==> src/rtl/trap_pkg.sv <==
// Shared types and constants for the trap sequencer: FSM states, event kinds,
// machine trap cause codes and the mtvec mode encoding.
package trap_pkg;

   typedef enum logic [2:0] {
      ST_IDLE,
      ST_FLUSH,
      ST_SAVE,
      ST_REDIRECT,
      ST_SLEEP
   } state_e;

   typedef enum logic [1:0] {
      KIND_TRAP = 2'd0,
      KIND_MRET = 2'd1,
      KIND_WFI  = 2'd2
   } kind_e;

   localparam int unsigned CAUSE_ILLEGAL    = 2;
   localparam int unsigned CAUSE_BREAKPOINT = 3;
   localparam int unsigned CAUSE_ECALL_M    = 11;
   localparam int unsigned CAUSE_IRQ_EXT    = 11;

   localparam logic [1:0] MTVEC_MODE_VECTORED = 2'b01;

endpackage

==> src/rtl/trap_vector_calc.sv <==
// Trap target computation: mtvec base, plus 4*cause for interrupts when mtvec
// selects vectored mode.
module trap_vector_calc
   import trap_pkg::*;
#(
   parameter int unsigned XLEN = 32
) (
   input  logic [XLEN-1:0] mtvec_i,
   input  logic [XLEN-1:0] cause_i,
   input  logic            irq_i,
   output logic [XLEN-1:0] target_o
);

   localparam logic [XLEN-1:0] CODE_MASK = {1'b0, {(XLEN-1){1'b1}}};

   logic [XLEN-1:0] base;
   logic [XLEN-1:0] offset;

   always_comb begin
      base     = {mtvec_i[XLEN-1:2], 2'b00};
      offset   = (cause_i & CODE_MASK) << 2;
      target_o = base;
      if (irq_i && (mtvec_i[1:0] == MTVEC_MODE_VECTORED)) begin
         target_o = base + offset;
      end
   end

endmodule

==> src/rtl/trap_sequencer.sv <==
// Sequences exceptions, interrupts, mret and wfi: stall/flush, trap CSR write,
// mstatus update and PC redirect, plus WFI sleep.
module trap_sequencer
   import trap_pkg::*;
#(
   parameter int unsigned XLEN      = 32,
   parameter int unsigned IRQ_CAUSE = CAUSE_IRQ_EXT
) (
   input  logic            clk,
   input  logic            rst,
   input  logic            insn_valid_i,
   input  logic [XLEN-1:0] insn_pc_i,
   input  logic [31:0]     insn_word_i,
   input  logic            ecall_insn_i,
   input  logic            ebrk_insn_i,
   input  logic            mret_insn_i,
   input  logic            dret_insn_i,
   input  logic            wfi_insn_i,
   input  logic            illegal_insn_i,
   input  logic            irq_pending_i,
   input  logic            mie_i,
   input  logic [XLEN-1:0] mtvec_i,
   input  logic [XLEN-1:0] mepc_i,
   output logic            stall_o,
   output logic            flush_o,
   output logic            csr_we_o,
   output logic [XLEN-1:0] mepc_o,
   output logic [XLEN-1:0] mcause_o,
   output logic [XLEN-1:0] mtval_o,
   output logic            mstatus_trap_o,
   output logic            mstatus_mret_o,
   output logic            pc_redirect_o,
   output logic [XLEN-1:0] redirect_pc_o,
   output logic            sleeping_o
);

   localparam logic [XLEN-1:0] IRQ_MCAUSE = {1'b1, {(XLEN-1){1'b0}}} | XLEN'(IRQ_CAUSE);

   state_e          state_q, state_d;
   kind_e           kind_q, kind_d;
   logic [XLEN-1:0] pc_q, pc_d;
   logic [XLEN-1:0] cause_q, cause_d;
   logic [XLEN-1:0] tval_q, tval_d;

   logic            ev_hit;
   kind_e           ev_kind;
   logic [XLEN-1:0] ev_cause;
   logic [XLEN-1:0] ev_tval;
   logic [XLEN-1:0] vec_target;

   // Event priority: interrupt, illegal/dret, ebreak, ecall, mret, wfi.
   always_comb begin
      ev_hit   = 1'b1;
      ev_kind  = KIND_TRAP;
      ev_cause = '0;
      ev_tval  = '0;
      if (irq_pending_i && mie_i) begin
         ev_cause = IRQ_MCAUSE;
      end else if (illegal_insn_i || dret_insn_i) begin
         ev_cause = XLEN'(CAUSE_ILLEGAL);
         ev_tval  = XLEN'(insn_word_i);
      end else if (ebrk_insn_i) begin
         ev_cause = XLEN'(CAUSE_BREAKPOINT);
         ev_tval  = insn_pc_i;
      end else if (ecall_insn_i) begin
         ev_cause = XLEN'(CAUSE_ECALL_M);
      end else if (mret_insn_i) begin
         ev_kind = KIND_MRET;
      end else if (wfi_insn_i) begin
         ev_kind = KIND_WFI;
      end else begin
         ev_hit = 1'b0;
      end
   end

   always_comb begin
      state_d = state_q;
      kind_d  = kind_q;
      pc_d    = pc_q;
      cause_d = cause_q;
      tval_d  = tval_q;
      case (state_q)
         ST_IDLE: begin
            if (insn_valid_i && ev_hit) begin
               kind_d  = ev_kind;
               pc_d    = insn_pc_i;
               cause_d = ev_cause;
               tval_d  = ev_tval;
               state_d = (ev_kind == KIND_WFI) ? ST_SLEEP : ST_FLUSH;
            end
         end
         ST_FLUSH:    state_d = (kind_q == KIND_MRET) ? ST_REDIRECT : ST_SAVE;
         ST_SAVE:     state_d = ST_REDIRECT;
         ST_REDIRECT: state_d = ST_IDLE;
         ST_SLEEP: begin
            if (irq_pending_i) begin
               state_d = ST_IDLE;
            end
         end
         default:     state_d = ST_IDLE;
      endcase
   end

   always_ff @(posedge clk or posedge rst) begin
      if (rst) begin
         state_q <= ST_IDLE;
         kind_q  <= KIND_TRAP;
         pc_q    <= '0;
         cause_q <= '0;
         tval_q  <= '0;
      end else begin
         state_q <= state_d;
         kind_q  <= kind_d;
         pc_q    <= pc_d;
         cause_q <= cause_d;
         tval_q  <= tval_d;
      end
   end

   trap_vector_calc #(
      .XLEN (XLEN)
   ) u_vec (
      .mtvec_i  (mtvec_i),
      .cause_i  (cause_q),
      .irq_i    (cause_q[XLEN-1]),
      .target_o (vec_target)
   );

   // Outputs decode only the state register and capture registers, so every
   // pulse is exactly one state, i.e. one cycle.
   always_comb begin
      stall_o        = 1'b0;
      flush_o        = 1'b0;
      csr_we_o       = 1'b0;
      mepc_o         = '0;
      mcause_o       = '0;
      mtval_o        = '0;
      mstatus_trap_o = 1'b0;
      mstatus_mret_o = 1'b0;
      pc_redirect_o  = 1'b0;
      redirect_pc_o  = '0;
      sleeping_o     = 1'b0;
      case (state_q)
         ST_FLUSH: begin
            stall_o = 1'b1;
            flush_o = 1'b1;
         end
         ST_SAVE: begin
            stall_o        = 1'b1;
            csr_we_o       = 1'b1;
            mstatus_trap_o = 1'b1;
            mepc_o         = pc_q;
            mcause_o       = cause_q;
            mtval_o        = tval_q;
         end
         ST_REDIRECT: begin
            stall_o       = 1'b1;
            pc_redirect_o = 1'b1;
            if (kind_q == KIND_MRET) begin
               mstatus_mret_o = 1'b1;
               redirect_pc_o  = mepc_i;
            end else begin
               redirect_pc_o = vec_target;
            end
         end
         ST_SLEEP: begin
            stall_o    = 1'b1;
            sleeping_o = 1'b1;
         end
         default: ;
      endcase
   end

endmodule

==> config.mk <==
export PLATFORM = sky130hd
export DESIGN_NAME = trap_sequencer
export DESIGN_NICKNAME = d
export VERILOG_FILES = /design/src/rtl/trap_pkg.sv /design/src/rtl/trap_vector_calc.sv /design/src/rtl/trap_sequencer.sv
export SDC_FILE = /design/constraint.sdc
export NUM_CORES = 1
export LEC_CHECK = 0
export ABC_AREA = 0
export BUFFER_PORTS_ARGS = -buffer_cell sky130_fd_sc_hd__buf_2
export CAP_MARGIN = 30
export CELL_PAD_IN_SITES_DETAIL_PLACEMENT = 1
export CELL_PAD_IN_SITES_GLOBAL_PLACEMENT = 1
export CORE_MARGIN = 4
export CORE_UTILIZATION = 32
export DETAILED_ROUTE_END_ITERATION = 8
export PLACE_DENSITY = 0.82
export SYNTH_ARGS = -nofsm -noshare
export SYNTH_HDL_FRONTEND = slang
export SYNTH_SLANG_ARGS = --single-unit
export TNS_END_PERCENT = 100
==> constraint.sdc <==
create_clock -name clk -period 2.4 [get_ports clk]
set_clock_uncertainty 0.15 [all_clocks]
set_input_delay 0.12 -clock clk [delete_from_list [all_inputs] [get_ports clk]]
set_output_delay 0.12 -clock clk [all_outputs]
set_load 0.02 [all_outputs]
==> results.ini <==
[clocking]
tritoncts = yes
h_tree_depth_reported_by_cts = 3
buffer_cell_driving_the_clock_tree_root = sky130_fd_sc_hd__clkbuf_16
inserted_clock_buffers = 9
clk_pin_slew_ns = 0.06
cts-root-to-sink-buffers = 2
insertion_delay_ns = 0.33
cts_sinks = 73

[cells_and_area]
fillCellCount = 1870
synthToLayoutAreaGrowth_pct = 56.08
num-nets-final = 1047
stdcell_area_um2 = 7911
finish.utilization = 0.5147
layout.cells.non_filler = 1123
layout-drive-gt1-share = 0.3954

[synthesis]
synth_area_leader_cell = sky130_fd_sc_hd__dfrtp_1
ys_ff_latch = 73
number_of_enable_type_register_cells_in_the_synthesized_netlist = 0
postSynth.topFlopCell = sky130_fd_sc_hd__dfrtp_1
async_flop_share = 1.000
syn-mean-instance-area_um2 = 8.533
yosys.area.top_type_share = 0.3604
syn-cell-area_um2 = 5069
netlist_instances = 594
unique_masters_post_synth = 47
synth_warnings = 0
synth_area_leaders = sky130_fd_sc_hd__dfrtp_1 36%, sky130_fd_sc_hd__and2_1 8.9%, sky130_fd_sc_hd__a21oi_1 5.9%, sky130_fd_sc_hd__mux2_2 5.3%, sky130_fd_sc_hd__buf_4 5.0%
synth.yosys.seq_area_share = 0.3604

[sta]
maxClockFrequency_mhz = 367.6
min_period_ns = 2.720
final-setup-viol-count = 26
timing_hold_violations_final = 0
setup_tns_ns = -3.902
rsz0062_at_grt = yes
final_critical_path_setup_slack_ns = -0.3202
final-max-slew-violation-count = 0
hold_slack_final_ns = 0.02071
final.period_utilization = 1.133

[worst_setup_path]
crit_chain = ha_2 -> inv_2 -> fa_2 -> and3b_2 -> buf_4 -> buf_4 -> o21ai_1 -> xor2_1 -> a211oi_2 -> buf_4
cp-end-kind = primary output
crit_required_ns = 2.13
crit_family = adder cells
crit_buf_inv = 4
cp_common_cell = sky130_fd_sc_hd__buf_4
cp_slowest_cell = sky130_fd_sc_hd__dfrtp_1
worst_path_largest_cell_delay_ns = 0.36
startpoint_type = flip-flop
r2r_setup_slack_ns = 0.24
worst-setup-path-type = flip-flop to primary output
critical_path_arrival_ns = 2.45
timing.critical_path.fanout_max = 2

[die]
core_area_um2 = 15370
rows = 45
floorplan.initialDensity = 0.3298
floorplan.die.width_um = 133.9
io_pins = 274
die_area_um2 = 17920
die-height_um = 133.9

[detailed_routing]
detailroute.via_count = 5852
ant_nets = 0
routed_wire_length_per_instance_um = 21.03
vias_per_cell = 5.211
drc = 0
route.final.wire_length_um = 23620
firstDrtPassIters = 4
drt-initial-drc-count = 321

[grt]
grt_pass1_vias = 6296
overflow = 0
antenna_found_initial = 4
grt_usage = 0.2428
largest_net_degree_at_the_start_of_global_routing = 74
grt_pass1_wl_um = 34390

[placed_design]
place.gp.congestion = 0.8181
place_inst = 1027
hpwl_dp_um = 14260
dpl_cell_area_um2 = 6505
place.port_buffers = 245

[power]
power_per_cell_area_nw_per_um2 = 949.6
vdd_ir_drop_max_mv = 0.6607
lkg_pwr_uw = 0.003898

[outcome]
status = finished with violations
violations_in_the_final_reports = negative setup slack

[job]
drv_cap = 0

[min_path]
hp-class = input pin to flip-flop

==> sequential cells by signal, indices dropped and copies added (netlist names) <==
signal   cells
pc_q        32
cause_q      4
state_q      3
kind_q       2
tval_q      32
==> final timing paths <==
kind / start / to / cells after the start
hold reg to reg: tval_q[2]$_DFFE_PP0P_ / tval_q[2]$_DFFE_PP0P_ / 2
min in group asynchronous: rst / pc_q[18]$_DFFE_PP0P_ / 4
setup / recovery: cause_q[0]$_DFFE_PP0P_ / redirect_pc_o[6] / 10
hold / removal: insn_word_i[15] / tval_q[15]$_DFFE_PP0P_ / 3
max in group asynchronous: rst / cause_q[31]$_DFFE_PP0P_ / 4
setup reg to reg: state_q[0]$_DFFE_PP0P_ / tval_q[13]$_DFFE_PP0P_ / 6
==> through the flow <==
step,total power (uW),worst slack [ns]
6_report,7512,-0.3202
5_1_grt,7928,-0.4327
4_1_cts,7098,-0.3227
3_5_place_dp,5528,-0.07980
3_3_place_gp,5395,-0.03597
2_1_floorplan,4310,0.01349
==> tightest hold or removal path, delay by kind of cell <==
family / cells / cell delay (ns)
compound gates: 2 / 0.23
buf+inv: 1 / 0.11
==> final cells by class <==
type                            count  area [um^2]  area share
Clock inverter                      4        51.30    0.006484
Tap cell                          211        264.0     0.03337
Sequential cell                    73         1828      0.2311
Timing Repair Buffer              347         2354      0.2975
Inverter                           10        37.54    0.004745
Antenna cell                        4        10.01    0.001265
Multi-Input combinational cell    463         3114      0.3936
Clock buffer                       11        252.7     0.03195
==> synthesized netlist by cell type, types with 16 or more instances <==
cell type and instances:
sky130_fd_sc_hd__dfrtp_1 73, sky130_fd_sc_hd__and2_1 72, sky130_fd_sc_hd__a21oi_1 60, sky130_fd_sc_hd__nand2_1 51, sky130_fd_sc_hd__clkbuf_1 39, sky130_fd_sc_hd__and3_1 34, sky130_fd_sc_hd__buf_4 34, sky130_fd_sc_hd__o21ai_0 32
sky130_fd_sc_hd__o31ai_1 32, sky130_fd_sc_hd__mux2_2 24, sky130_fd_sc_hd__xnor2_1 18, sky130_fd_sc_hd__nor2_1 16
==> timing repair <==
action                                  CTS  global route
hold endpoints to repair                135             0
hold buffers                             66             0
cloned                                    0             3
resized for setup                        38            33
setup buffers                             3             6
pin swaps                                18            32
endpoints found under the setup margin   26            72
==> metal layers <==
metal | track usage | share of wire
met4 | 0.09086 | 0.031
met3 | 0.06227 | 0.082
met2 | 0.4585 | 0.53
met5 | 0 | 0.00055
met1 | 0.2583 | 0.35
==> cell families after synthesis <==
| family | synth area share |
|---|---|
| buffers and inverters | 0.08862 |
| DFF | 0.3604 |
| and+or+nand+nor | 0.2520 |
| adders and majority gates | 0.01136 |
| xor gates and xnor gates | 0.04493 |
| AOI/OAI and AO/OA | 0.1669 |
| muxes | 0.07504 |
| other | 0.0007398 |
==> where the power goes <==
group	switching (uW)	internal, uW
registers	365	1810
clock network	544	859
logic	2310	1630
==> cell usage in the layout, fill, tap and decap left out, types with 4 or more instances in the layout <==
cell and instances:
sky130_fd_sc_hd__buf_4 49, sky130_fd_sc_hd__a21oi_1 57, sky130_fd_sc_hd__dlygate4sd3_1 66, sky130_fd_sc_hd__clkbuf_16 11, sky130_fd_sc_hd__conb_1 28, sky130_fd_sc_hd__nand2_1 51, sky130_fd_sc_hd__buf_12 4, sky130_fd_sc_hd__xnor2_1 18
sky130_fd_sc_hd__nand3_1 5, sky130_fd_sc_hd__nor2_1 14, sky130_fd_sc_hd__mux2_2 24, sky130_fd_sc_hd__nor3_4 4, sky130_fd_sc_hd__and2_1 72, sky130_fd_sc_hd__and3_1 34, sky130_fd_sc_hd__mux2_1 8, sky130_fd_sc_hd__dfrtp_1 72
sky130_fd_sc_hd__xor2_1 8, sky130_fd_sc_hd__nand4_1 9, sky130_fd_sc_hd__o21ai_0 31, sky130_fd_sc_hd__diode_2 4, sky130_fd_sc_hd__buf_2 219, sky130_fd_sc_hd__inv_1 8, sky130_fd_sc_hd__buf_6 5, sky130_fd_sc_hd__nor4_2 4
sky130_fd_sc_hd__o31ai_1 32
(Power assumes the default switching activity.)
